===== config.mk =====
export PLATFORM = sky130hd
export DESIGN_NAME = spi_slave_param
export DESIGN_NICKNAME = d
export VERILOG_FILES = /design/src/rtl/spi_pkg.sv /design/src/rtl/spi_shift_reg.sv /design/src/rtl/spi_slave_param.sv
export SDC_FILE = /design/constraint.sdc
export NUM_CORES = 1
export LEC_CHECK = 0
export CAP_MARGIN = 20
export CELL_PAD_IN_SITES_DETAIL_PLACEMENT = 1
export CELL_PAD_IN_SITES_GLOBAL_PLACEMENT = 2
export CORE_MARGIN = 2
export CORE_UTILIZATION = 30
export DETAILED_ROUTE_END_ITERATION = 10
export GPL_ROUTABILITY_DRIVEN = 0
export PLACE_DENSITY = 0.73
export SLEW_MARGIN = 25
export SYNTH_ARGS = -nofsm -noshare
export SYNTH_HDL_FRONTEND = slang
export SYNTH_HIERARCHICAL = 1
export SYNTH_SLANG_ARGS = --single-unit

===== constraint.sdc =====
create_clock -name clk -period 2.1 [get_ports clk]
set_clock_uncertainty 0.05 [all_clocks]
set_input_delay 0.42 -clock clk [delete_from_list [all_inputs] [get_ports clk]]
set_output_delay 0.42 -clock clk [all_outputs]
set_load 0.05 [all_outputs]

===== src/rtl/spi_pkg.sv =====
// Shared types and command codes for the parametrised SPI slave.
package spi_pkg;

    typedef enum logic [2:0] {
        StIdle,
        StChkCmd,
        StWrite,
        StReadAdd,
        StReadData,
        StTxWait,
        StTxShift,
        StWaitEnd
    } spi_state_e;

    localparam logic [1:0] CMD_WR_ADDR = 2'b00;
    localparam logic [1:0] CMD_WR_DATA = 2'b01;
    localparam logic [1:0] CMD_RD_ADDR = 2'b10;
    localparam logic [1:0] CMD_RD_DATA = 2'b11;

    // True when the received command code matches the frame type chosen in CHK_CMD.
    function automatic logic cmd_legal(input spi_state_e st, input logic [1:0] cmd);
        logic ok;
        ok = 1'b0;
        case (st)
            StWrite:    ok = (cmd == CMD_WR_ADDR) || (cmd == CMD_WR_DATA);
            StReadAdd:  ok = (cmd == CMD_RD_ADDR);
            StReadData: ok = (cmd == CMD_RD_DATA);
            default:    ok = 1'b0;
        endcase
        return ok;
    endfunction

endpackage


===== src/rtl/spi_shift_reg.sv =====
// Loadable shift register with serial in/out and a shift counter.
// last_o flags that the current shift is the WIDTH-th since the last clear/load.
module spi_shift_reg #(
    parameter int unsigned WIDTH     = 8,
    parameter bit          MSB_FIRST = 1'b1
) (
    input  logic             clk_i,
    input  logic             rst_i,
    input  logic             clr_i,
    input  logic             load_i,
    input  logic [WIDTH-1:0] load_data_i,
    input  logic             shift_i,
    input  logic             ser_i,
    output logic [WIDTH-1:0] data_next_o,
    output logic             ser_o,
    output logic             last_o
);

    localparam int unsigned CntW = $clog2(WIDTH + 1);

    logic [WIDTH-1:0] data_q;
    logic [CntW-1:0]  cnt_q;

    if (MSB_FIRST) begin : g_msb
        assign data_next_o = {data_q[WIDTH-2:0], ser_i};
        assign ser_o       = data_q[WIDTH-1];
    end else begin : g_lsb
        assign data_next_o = {ser_i, data_q[WIDTH-1:1]};
        assign ser_o       = data_q[0];
    end

    assign last_o = (cnt_q == CntW'(WIDTH - 1));

    // Data and counter update; load/clear restart the count.
    always_ff @(posedge clk_i) begin
        if (rst_i) begin
            data_q <= '0;
            cnt_q  <= '0;
        end else if (clr_i) begin
            cnt_q <= '0;
        end else if (load_i) begin
            data_q <= load_data_i;
            cnt_q  <= '0;
        end else if (shift_i) begin
            data_q <= data_next_o;
            cnt_q  <= cnt_q + 1'b1;
        end
    end

endmodule


===== src/rtl/spi_slave_param.sv =====
// Parametrised SPI slave: decodes {cmd, payload} frames for a single-port RAM and
// returns read data on MISO after a bounded tx_valid handshake.
module spi_slave_param #(
    parameter int unsigned DATA_W     = 8,
    parameter bit          MSB_FIRST  = 1'b1,
    parameter int unsigned TX_TIMEOUT = 16
) (
    input  logic              clk,
    input  logic              rst,
    input  logic              ss_n,
    input  logic              mosi,
    output logic              miso,
    output logic [DATA_W+1:0] rx_data,
    output logic              rx_valid,
    input  logic [DATA_W-1:0] tx_data,
    input  logic              tx_valid,
    output logic              frame_err,
    output logic              busy
);

    import spi_pkg::*;

    localparam int unsigned FRAME_W = DATA_W + 2;
    localparam int unsigned ToW     = $clog2(TX_TIMEOUT + 1);

    spi_state_e         state_q;
    logic               rd_seen_q;
    logic [FRAME_W-1:0] rx_data_q;
    logic               rx_valid_q;
    logic               frame_err_q;
    logic [ToW-1:0]     to_cnt_q;

    logic               rx_clr, rx_shift, rx_last;
    logic [FRAME_W-1:0] rx_frame;
    logic               tx_load, tx_shift, tx_last, tx_ser;
    logic               unused_rx_ser;
    logic [DATA_W-1:0]  unused_tx_next;

    // Shift-register strobes; nothing moves on an edge where ss_n is high.
    always_comb begin
        rx_clr   = (state_q == StChkCmd);
        rx_shift = !ss_n && (state_q inside {StWrite, StReadAdd, StReadData});
        tx_load  = !ss_n && (state_q == StTxWait) && tx_valid;
        tx_shift = !ss_n && (state_q == StTxShift);
    end

    spi_shift_reg #(
        .WIDTH     (FRAME_W),
        .MSB_FIRST (MSB_FIRST)
    ) u_rx_sr (
        .clk_i       (clk),
        .rst_i       (rst),
        .clr_i       (rx_clr),
        .load_i      (1'b0),
        .load_data_i ('0),
        .shift_i     (rx_shift),
        .ser_i       (mosi),
        .data_next_o (rx_frame),
        .ser_o       (unused_rx_ser),
        .last_o      (rx_last)
    );

    spi_shift_reg #(
        .WIDTH     (DATA_W),
        .MSB_FIRST (MSB_FIRST)
    ) u_tx_sr (
        .clk_i       (clk),
        .rst_i       (rst),
        .clr_i       (1'b0),
        .load_i      (tx_load),
        .load_data_i (tx_data),
        .shift_i     (tx_shift),
        .ser_i       (1'b0),
        .data_next_o (unused_tx_next),
        .ser_o       (tx_ser),
        .last_o      (tx_last)
    );

    // Frame FSM with registered pulses; ss_n high in any busy state returns to idle.
    always_ff @(posedge clk) begin
        if (rst) begin
            state_q     <= StIdle;
            rd_seen_q   <= 1'b0;
            rx_data_q   <= '0;
            rx_valid_q  <= 1'b0;
            frame_err_q <= 1'b0;
            to_cnt_q    <= '0;
        end else begin
            rx_valid_q  <= 1'b0;
            frame_err_q <= 1'b0;
            if (state_q != StIdle && ss_n) begin
                state_q  <= StIdle;
                to_cnt_q <= '0;
                if (state_q != StWaitEnd) frame_err_q <= 1'b1;
                // An interrupted read-data transfer consumes the stored address.
                if (state_q inside {StTxWait, StTxShift}) rd_seen_q <= 1'b0;
            end else begin
                case (state_q)
                    StIdle: begin
                        if (!ss_n) state_q <= StChkCmd;
                    end
                    StChkCmd: begin
                        if (!mosi)          state_q <= StWrite;
                        else if (rd_seen_q) state_q <= StReadData;
                        else                state_q <= StReadAdd;
                    end
                    StWrite, StReadAdd, StReadData: begin
                        if (rx_last) begin
                            if (cmd_legal(state_q, rx_frame[FRAME_W-1 -: 2])) begin
                                rx_data_q  <= rx_frame;
                                rx_valid_q <= 1'b1;
                                if (state_q == StReadData) begin
                                    state_q <= StTxWait;
                                end else begin
                                    if (state_q == StReadAdd) rd_seen_q <= 1'b1;
                                    state_q <= StWaitEnd;
                                end
                            end else begin
                                frame_err_q <= 1'b1;
                                state_q     <= StWaitEnd;
                            end
                        end
                    end
                    StTxWait: begin
                        if (tx_valid) begin
                            rd_seen_q <= 1'b0;
                            to_cnt_q  <= '0;
                            state_q   <= StTxShift;
                        end else if (to_cnt_q == ToW'(TX_TIMEOUT - 1)) begin
                            frame_err_q <= 1'b1;
                            rd_seen_q   <= 1'b0;
                            to_cnt_q    <= '0;
                            state_q     <= StWaitEnd;
                        end else begin
                            to_cnt_q <= to_cnt_q + 1'b1;
                        end
                    end
                    StTxShift: begin
                        if (tx_last) state_q <= StWaitEnd;
                    end
                    StWaitEnd: begin
                        state_q <= StWaitEnd;
                    end
                    default: state_q <= StIdle;
                endcase
            end
        end
    end

    assign miso      = (state_q == StTxShift) & tx_ser;
    assign rx_data   = rx_data_q;
    assign rx_valid  = rx_valid_q;
    assign frame_err = frame_err_q;
    assign busy      = (state_q != StIdle);

endmodule


==> out/qor.txt, run 1 <==
Max-Cap Viols - 0
Post-Syn Area - 2390 µm²
Number of cells on the critical path - 4
Nets - 307
Crit path buffers/inverters - 2
I/O Pins - 27
Status - finished clean
Fill cell count - 881
Pleak - 0.00107 µW
Avg Cell Area, Syn - 9.70 µm²
CTS tree - yes
Hold path cells - 2
Final wirelength - 5.24 mm
Post-route DRC - 0
Worst-Skew Late Latency - 0.30 ns
Final Hold Vio Count - 0
Routed vias/inst - 4.73
CP Max Fanout - 10
Row count - 32
H-tree levels - 2
Crit. End Element - primary output
Pins Over Slew Limit - 0
R2R Path Start - state_q[0]$_SDFFE_PP0P_
R2r worst-path depth - 6
Final global-route overflow total - 0
DP HPWL - 3.74 mm
Critical Path Max Stage Delay - 0.44 ns
First-pass GRT wire length - 9.28 mm
Die ar. - 8690 µm²
Pwr per Cell Area - 748 nW/µm²
Crit start category - register
Input/output buffers - 26
Synthesis warning total - 6
Fin util - 38.0%
Clock sink count - 46
DR WL/cell - 13.3 µm
Via count - 1859
Fraction of the cycle the final worst path needs - 95.0%
Setup violators final - 0
Setup TNS - 0 ns
CP Class - reg -> out
# hold bufs at CTS - 0
Clock input transition at the sequential cells of the worst setup and hold paths - 0.09 ns
CP Cell Sequence - buf_4, nand3b_1, nor2_2, buf_12
Share of layout cells above drive strength 1 - 21.6%
Min Hold Slack - 0.414 ns
Unrepaired setup endpoints after global routing - false
Fmax - 501 MHz
Setup crit start - state_q[0]$_SDFFE_PP0P_
Initial DRC count - 59
Hold Path Class - reg -> reg
Antenna Cells - 0
Critical path data required time - 1.63 ns
Root Buffer - clkbuf_8
Cell area after layout - 2940 µm²
Die W - 93.2 µm
Pin count of the biggest net entering global routing - 21
DP Area - 2840 µm²
Crit-path slowest cell - dfxtp_1
Vias in the first global route - 1935
Commonest cells after routing, fill and taps aside - 44 x dfxtp_1, 38 x nor2_1, 27 x mux2i_1
Total core area - 7730 µm²
Cts bufs inserted - 5
P&R area growth vs syn - 23.1%
Slew @ Worst Pin - 0.519 ns
Die H - 93.2 µm
HP Start - to_cnt_q[4]$_SDFFE_PP0N_
Final min period - 1.99 ns
Clk buf depth - 2
Antenna-violating nets left - 0
Most common cell after layout, fill and taps aside - dfxtp_1
Post-synthesis cell count - 246
Initial Util - 30.9%
Post-CTS Setup Inserts - 0
Initial antenna violation count - 0
CP delay by family, top - flip-flops
Detailed Routing Iterations Pass 1 - 4
Worst vdd ir - 0.295 mV
Slew headroom - 65.3%
GRT Total Usage - 13.2%
Worst EP arrival - 1.52 ns
flip-flops by register name, indices dropped and copies added, names as in the netlist:
name            count
rd_seen_q           1
to_cnt_q            5
u_tx_sr/data_q      8
frame_err           1
rx_data            10
state_q             3
u_rx_sr/data_q      9
u_rx_sr/cnt_q       4
rx_valid            1
u_tx_sr/cnt_q       4
what timing repair did:
| item | in CTS | in global routing |
|---|---|---|
| endpoints found under the hold margin | 0 | 0 |
| resized for setup | 1 | 2 |
| setup endpoints to repair | 1 | 2 |
through the flow:
| step | worst slack, ns | cells | total power, µW |
|---|---|---|---|
| 2_1_floorplan | 0.120 | 260 | 1450 |
| 3_3_place_gp | 0.0969 | 385 | 1630 |
| 3_5_place_dp | 0.101 | 385 | 1640 |
| 4_1_cts | 0.0175 | 393 | 2240 |
| 5_1_grt | 0.0221 | 393 | 2330 |
| 6_report | 0.105 | 393 | 2200 |
routing by layer:
layer / GRT usage (%) / part of all wire (%) / vias to the layer above
met5: 0 / 0 / -
met4: 4.04 / 1.4 / 0
met3: 2.90 / 2.9 / 7
met2: 20.9 / 45 / 20
met1: 17.9 / 50 / 889
li1: - / - / 943
power by group:
part           internal, µW  switching (µW)
Clock                   241             339
Combinational           279             317
Sequential              931            91.2
worst min-delay path: stages, from the launching register on:
cell and delay, ns:
dfxtp_1 0.32, o21ai_0 0.07, nor2_1 0.04
final timing paths:
path                                                        to  slack [ns]
worst max-delay path                                      miso        0.11
worst min-delay path                  to_cnt_q[4]$_SDFFE_PP0N_        0.41
worst max register to register  u_rx_sr/data_q[8]$_SDFFE_PP0P_        0.20
worst min register to register        to_cnt_q[4]$_SDFFE_PP0N_        0.41
cell type report:
cell class / instances / area (µm²) / share of cell area (%)
sequential: 46 / 923 / 31.4
multi-input combinational: 192 / 1370 / 46.4
clock buffer: 5 / 68.8 / 2.34
timing repair buffer: 40 / 410 / 14.0
tap: 102 / 128 / 4.34
inverter: 5 / 18.8 / 0.639
clock inverter: 3 / 25.0 / 0.851
(Power assumes the default switching activity.)
==> inputs of run 2 (changes only) <==
--- a/config.mk
+++ b/config.mk
@@ -14,3 +14,3 @@
 export GPL_ROUTABILITY_DRIVEN = 0
-export PLACE_DENSITY = 0.73
+export PLACE_DENSITY = 0.74
 export SLEW_MARGIN = 25
@@ -18,3 +18,2 @@
 export SYNTH_HDL_FRONTEND = slang
-export SYNTH_HIERARCHICAL = 1
 export SYNTH_SLANG_ARGS = --single-unit
==> constraint.sdc (replaced) <==
create_clock -name clk -period 2.1 [get_ports clk]
set_clock_uncertainty 0.05 [all_clocks]
set_input_delay 0.315 -clock clk [delete_from_list [all_inputs] [get_ports clk]]
set_output_delay 0.315 -clock clk [all_outputs]
set_load 0.05 [all_outputs]
==> run 2 against run 1 <==
Die area decreased by 6.5%. Core utilization decreased by 0.45 points. Via count down 3.8%. Critical path type unchanged. Critical endpoint unchanged.
==> out/qor.txt, run 2 <==
I/O Pins - 27 (unchanged)
Commonest cells post-synth - 46 x dfxtp_1, 22 x mux2i_1, 21 x nand2b_1
Antenna Cells - 0 (unchanged)
Post-synthesis xor/xnor area fraction - 2.75%
Post-Synth Simple-Gate Area - 23.0%
Top cells by area, synth - dfxtp_1 41%, mux2i_1 9.9%, nand2b_1 5.9%, nor2_1 3.4%, a22oi_1 3.0%
Total core area - 7210 µm² (-6.6%)
Pleak - 0.000975 µW (-8.6%)
Crit path buffers/inverters - 2 (unchanged)
Clock input transition at the sequential cells of the worst setup and hold paths - 0.09 ns (about the same)
Final setup margin - 0.148 ns (+0.0425 ns)
CTS tree - yes
Fraction of the cycle the final worst path needs - 93.0% (-2.0 points)
H-tree levels - 2 (unchanged)
Pin count of the biggest net entering global routing - 48 (+130%)
Detailed Routing Iterations Pass 1 - 4 (unchanged)
Post-Syn Area - 2230 µm² (-6.8%)
Most common cell after layout, fill and taps aside - dfxtp_1
Commonest cells after routing, fill and taps aside - 44 x dfxtp_1, 24 x clkdlybuf4s50_1, 22 x mux2i_1
DP Cell Count - 357 (-7.3%)
Critical Path Max Stage Delay - 0.70 ns (+0.26 ns)
Clock sink count - 46 (unchanged)
Worst vdd ir - 0.312 mV (+5.8%)
Initial antenna violation count - 0 (unchanged)
DR WL/cell - 14.1 µm (+5.7%)
Max-Cap Viols - 0 (unchanged)
Fmax - 512 MHz (+2.2%)
Nets - 282 (-8.1%)
Post-synth EDFFs - 0
Final Hold Vio Count - 0 (unchanged)
Worst EP arrival - 1.59 ns (+0.07 ns)
Post-CTS Setup Inserts - 0 (unchanged)
Cell Count, Final, Fillers Out - 365 (-7.1%)
Synthesis warning total - 0 (-6)
Critical path data required time - 1.74 ns (+0.11 ns)
Adder-Cell Fraction of Synth Area - 2.25%
Cts bufs inserted - 5 (unchanged)
Input/output buffers - 26 (unchanged)
Slew @ Worst Pin - 0.587 ns (+0.0681 ns)
Final min period - 1.95 ns (-0.0425 ns)
Pwr per Cell Area - 831 nW/µm² (+11%)
Root Buffer - clkbuf_8
Status - finished clean
Via count - 1789 (-3.8%)
Avg Cell Area, Syn - 9.39 µm² (-3.2%)
CP delay by family, top - flip-flops
Leading cell type by number of instances after synthesis - dfxtp_1
Setup violators final - 0 (unchanged)
Worst slack at placement - 0.104 ns (+0.00346 ns)
Pins Over Slew Limit - 0 (unchanged)
GRT Total Usage - 13.4% (+0.20 points)
Number of cells on the critical path - 3 (-1)
Largest family of logic cells by synthesized area - simple AND/OR/NAND/NOR gates
First-pass GRT wire length - 9.00 mm (-3.0%)
Synth Net Count - 254
Post-synthesis cell count - 237 (-3.7%)
Clk buf depth - 2 (unchanged)
#FFs+latches synth - 46
Final wirelength - 5.14 mm (-1.8%)
Yosys top cell area share - 41.4%
Post-route DRC - 0 (unchanged)
Die W - 90.1 µm (-3.3%)
Resized cells post-CTS - 0 (-1)
Hold path cells - 2 (unchanged)
Sequential area share after synthesis - 41.4%
Die ar. - 8120 µm² (-6.5%)
Die H - 90.1 µm (-3.3%)
Crit start category - register
Vias in the first global route - 1852 (-4.3%)
Synth Area in Compound Gates - 15.4%
Asr flop ratio synth - 0%
Max reg flops - 10 (unchanged)
Slew headroom - 60.8% (-4.5 points)
Post-synthesis mux area share - 9.89%
Routed vias/inst - 4.90 (+3.6%)
Worst-Skew Late Latency - 0.30 ns (about the same)
CP Class - reg -> out
Count of cell types in the netlist - 49
Unrepaired setup endpoints after global routing - false
# hold bufs at CTS - 0 (unchanged)
Setup TNS - 0 ns (unchanged)
Final global-route overflow total - 0 (unchanged)
CP Max Fanout - 16 (+6)
P&R area growth vs syn - 21.8%
Initial DRC count - 99 (+68%)
Main synth FF type - dfxtp_1
CP Cell Sequence - buf_4, and3_1, buf_12
Hold Path Class - reg -> reg
Crit-path slowest cell - dfxtp_1
R2r worst-path depth - 4 (-2)
Row count - 31 (-3.1%)
Crit. End Element - primary output
Synth area leader - dfxtp_1
Antenna-violating nets left - 0 (unchanged)
Share of layout cells above drive strength 1 - 11.3% (-10 points)
DP HPWL - 3.61 mm (-3.5%)
Initial Util - 30.9% (-0.041 points)
-- run 2: metrics by stage --
step                      hold WS, ns  total power [µW]  instance area [µm²]  util, %
after floorplan                 0.374              1500                 2230        -
after global placement          0.393              1700                 2620     36.3
after detailed placement        0.393              1700                 2620     36.3
after CTS                       0.406              2280                 2710     37.5
after global routing            0.430              2380                 2710     37.6
final                           0.410              2250                 2710     37.6
-- run 2: tightest hold or removal path, cell delays in order, from the launching register on --
cell	delay [ns]
dfxtp_1	0.31
o21ai_0	0.07
nor2_1	0.04
-- run 2: metal layers --
layer / track usage, % / vias up / wire length, µm
met5: 0 / - / 0
met1: 18.6 / 865 / 2590
li1: - / 892 / -
met4: 3.72 / 0 / 53
met3: 2.93 / 4 / 181
met2: 20.9 / 28 / 2310
-- run 2: area by class of cell --
class	count	area (µm²)
multi-input combinational	171	1190
inverter	5	18.8
clock buffer	5	68.8
clock inverter	3	21.3
timing repair buffer	36	368
tap	99	124
sequential	46	923
fill	856	4500
-- run 2: power breakdown --
group	internal (µW)	switching (µW)	total, µW
logic	299	356	655
clock network	235	330	564
registers	918	115	1030
total	1450	800	2250
-- run 2: final timing paths --
path | startpoint | endpoint | slack (ns)
worst max-delay path | state_q[2]$_SDFFE_PP0P_ | miso | 0.15
worst min-delay path | to_cnt_q[4]$_SDFFE_PP0N_ | to_cnt_q[4]$_SDFFE_PP0N_ | 0.41
worst max register to register | state_q[2]$_SDFFE_PP0P_ | state_q[1]$_SDFFE_PP0P_ | 0.18
worst min register to register | to_cnt_q[4]$_SDFFE_PP0N_ | to_cnt_q[4]$_SDFFE_PP0N_ | 0.41
-- run 2: cells by family after synthesis --
group,Yosys count
AO/OA/AOI/OAI,48
XOR/XNOR,7
adder cells (fa/ha/maj),4
buffers and inverters,20
flip-flops,46
multiplexers,22
AND/OR/NAND/NOR,90
==> inputs of run 3 (changes only) <==
Settings changed: CORE_UTILIZATION 30 to 34, PLACE_DENSITY 0.74 to 0.82.
==> run 3 against run 2 <==
Cell count decreased by 6.0%. Routed wire length decreased by 4.3%. Combinational power is 2% higher. Global-route usage rose by 1.2 points. Total power increased by 3.9%. Setup slack got worse by 0.038 ns. Critical endpoint is now busy. Largest cell class unchanged.
==> out/qor.txt, run 3 (same netlist as run 2, synthesis figures left out) <==
Status - finished clean
Hold path cells - 2 (unchanged)
Initial Util - 35.1% (+4.2 points)
Row count - 29 (-6.5%)
First-pass GRT wire length - 8.60 mm (-4.4%)
Detailed Routing Iterations Pass 1 - 4 (unchanged)
Most common cell after layout, fill and taps aside - dfxtp_1
Fin util - 42.6% (+5.0 points)
Min Hold Slack - 0.405 ns (-0.00490 ns)
Final Hold Vio Count - 0 (unchanged)
CTS tree - yes
Critical path data required time - 1.74 ns (about the same)
Via count - 1782 (-0.39%)
Initial antenna violation count - 0 (unchanged)
DR WL/cell - 14.3 µm (+1.9%)
DP Area - 2590 µm² (-1.1%)
Cell area after layout - 2700 µm² (-0.32%)
Slew @ Worst Pin - 0.499 ns (-0.0878 ns)
Setup TNS - 0 ns (unchanged)
Final wirelength - 4.92 mm (-4.3%)
Antenna-violating nets left - 0 (unchanged)
Setup violators final - 0 (unchanged)
Share of layout cells above drive strength 1 - 10.5% (-0.75 points)
Antenna Cells - 0 (unchanged)
Cell Count, Final, Fillers Out - 343 (-6.0%)
Pins Over Slew Limit - 0 (unchanged)
R2r setup slk - 0.21 ns (+0.03 ns)
Die H - 84.9 µm (-5.8%)
Fraction of the cycle the final worst path needs - 94.8% (+1.8 points)
H-tree levels - 2 (unchanged)
Commonest cells after routing, fill and taps aside - 45 x dfxtp_1, 24 x clkdlybuf4s50_1, 22 x mux2i_1
CP Max Fanout - 12 (-4)
I/O Pins - 27 (unchanged)
Pwr per Cell Area - 866 nW/µm² (+4.2%)
Worst hold path endpoint - to_cnt_q[4]$_SDFFE_PP0N_
Clock input transition at the sequential cells of the worst setup and hold paths - 0.09 ns (about the same)
Root Buffer - clkbuf_8
Total core area - 6350 µm² (-12%)
Die W - 84.9 µm (-5.8%)
Worst vdd ir - 0.392 mV (+26%)
Fill cell count - 727 (-15%)
Die ar. - 7210 µm² (-11%)
P&R area growth vs syn - 21.4%
CP Cell Sequence - buf_4, or3_1, buf_12
Routed vias/inst - 5.20 (+6.0%)
Max reg flops - 10 (unchanged)
Cts bufs inserted - 5 (unchanged)
Input/output buffers - 26 (unchanged)
Pleak - 0.000982 µW (+0.76%)
Worst EP arrival - 1.63 ns (+0.04 ns)
Pin count of the biggest net entering global routing - 48 (unchanged)
GRT Total Usage - 14.6% (+1.2 points)
Crit start category - register
Initial DRC count - 64 (-35%)
CP Class - reg -> out
DP Cell Count - 335 (-6.2%)
Hold Path Class - reg -> reg
R2r worst-path depth - 5 (+1)
Slew headroom - 66.6% (+5.8 points)
# hold bufs at CTS - 0 (unchanged)
Vias in the first global route - 1780 (-3.9%)
Unrepaired setup endpoints after global routing - false
Fmax - 502 MHz (-1.9%)
Critical Path Max Stage Delay - 0.46 ns (-0.24 ns)
Crit. End Element - primary output
Crit-path slowest cell - or3_1
Clk buf depth - 2 (unchanged)
DP HPWL - 3.48 mm (-3.6%)
HP Start - to_cnt_q[4]$_SDFFE_PP0N_
Max-Cap Viols - 0 (unchanged)
Final min period - 1.99 ns (+0.0384 ns)
Nets - 282 (unchanged)
Post-route DRC - 0 (unchanged)
Worst-Skew Late Latency - 0.29 ns (about the same)
R2R Path Start - state_q[2]$_SDFFE_PP0P_
Final global-route overflow total - 0 (unchanged)
Clock sink count - 46 (unchanged)
R2R Path End - u_tx_sr.data_q[2]$_SDFFE_PP0P_
Setup crit start - state_q[2]$_SDFFE_PP0P_
==> run 3: changes by cell type in the layout (fill, tap and decap cells not counted), sizes merged <==
| cell | before | now |
|---|---|---|
| clkbuf | 5 | 6 |
| clkinv | 2 | 0 |
| bufinv | 0 | 1 |
==> run 3: cell type report <==
type / instances / area (µm²) / share of cell area, %
multi-input cells: 171 / 1190 / 43.9
flip-flops and latches: 46 / 922 / 34.1
repair buffers: 36 / 368 / 13.6
well taps: 77 / 96.3 / 3.56
clock buffers: 6 / 72.6 / 2.69
clock inverters: 2 / 37.5 / 1.39
inverters: 5 / 18.8 / 0.694
==> run 3: worst max-delay path by stage <==
stage                                     endpoint  depth (start not counted)
finish                                        busy                          3
global route                                  miso                          3
CTS                                           busy                          3
detailed placement  u_tx_sr.data_q[2]$_SDFFE_PP0P_                          5
global placement    u_tx_sr.data_q[7]$_SDFFE_PP0P_                          5
floorplan                  state_q[0]$_SDFFE_PP0P_                          5
==> run 3: per-stage QoR <==
| stage | worst slack, ns | total power, µW |
|---|---|---|
| after CTS | 0.105 | 2370 |
| after global routing | 0.0211 | 2480 |
| final | 0.109 | 2340 |
| after detailed placement | 0.0834 | 1700 |
| after floorplan | 0.377 | 1500 |
| after global placement | 0.173 | 1700 |
==> run 3: report_power, final <==
part           internal (µW)  switching, µW
sequential               916            101
clock                    355            301
combinational            308            360
==> run 3: metal layers <==
metal / vias to the layer above / global-route usage, % / share of wire, % / wire [µm]
li1: 901 / - / - / -
met1: 858 / 19.8 / 50 / 2440
met2: 21 / 23.3 / 47 / 2300
met3: 2 / 3.79 / 3.1 / 154
met4: 0 / 3.46 / 0.49 / 24
met5: - / 0 / 0 / 0
==> run 3: repair_timing <==
action	CTS	global route
buffers inserted	0	0
setup endpoints to repair	0	2
hold endpoints to repair	0	0
gates resized for setup	0	1
==> run 3: worst max-delay path: cells and delay by family, from the launching register on <==
family | cells | cell delay, ns
simple gates | 1 | 0.46
buf+inv | 2 | 0.42
flops | 1 | 0.45
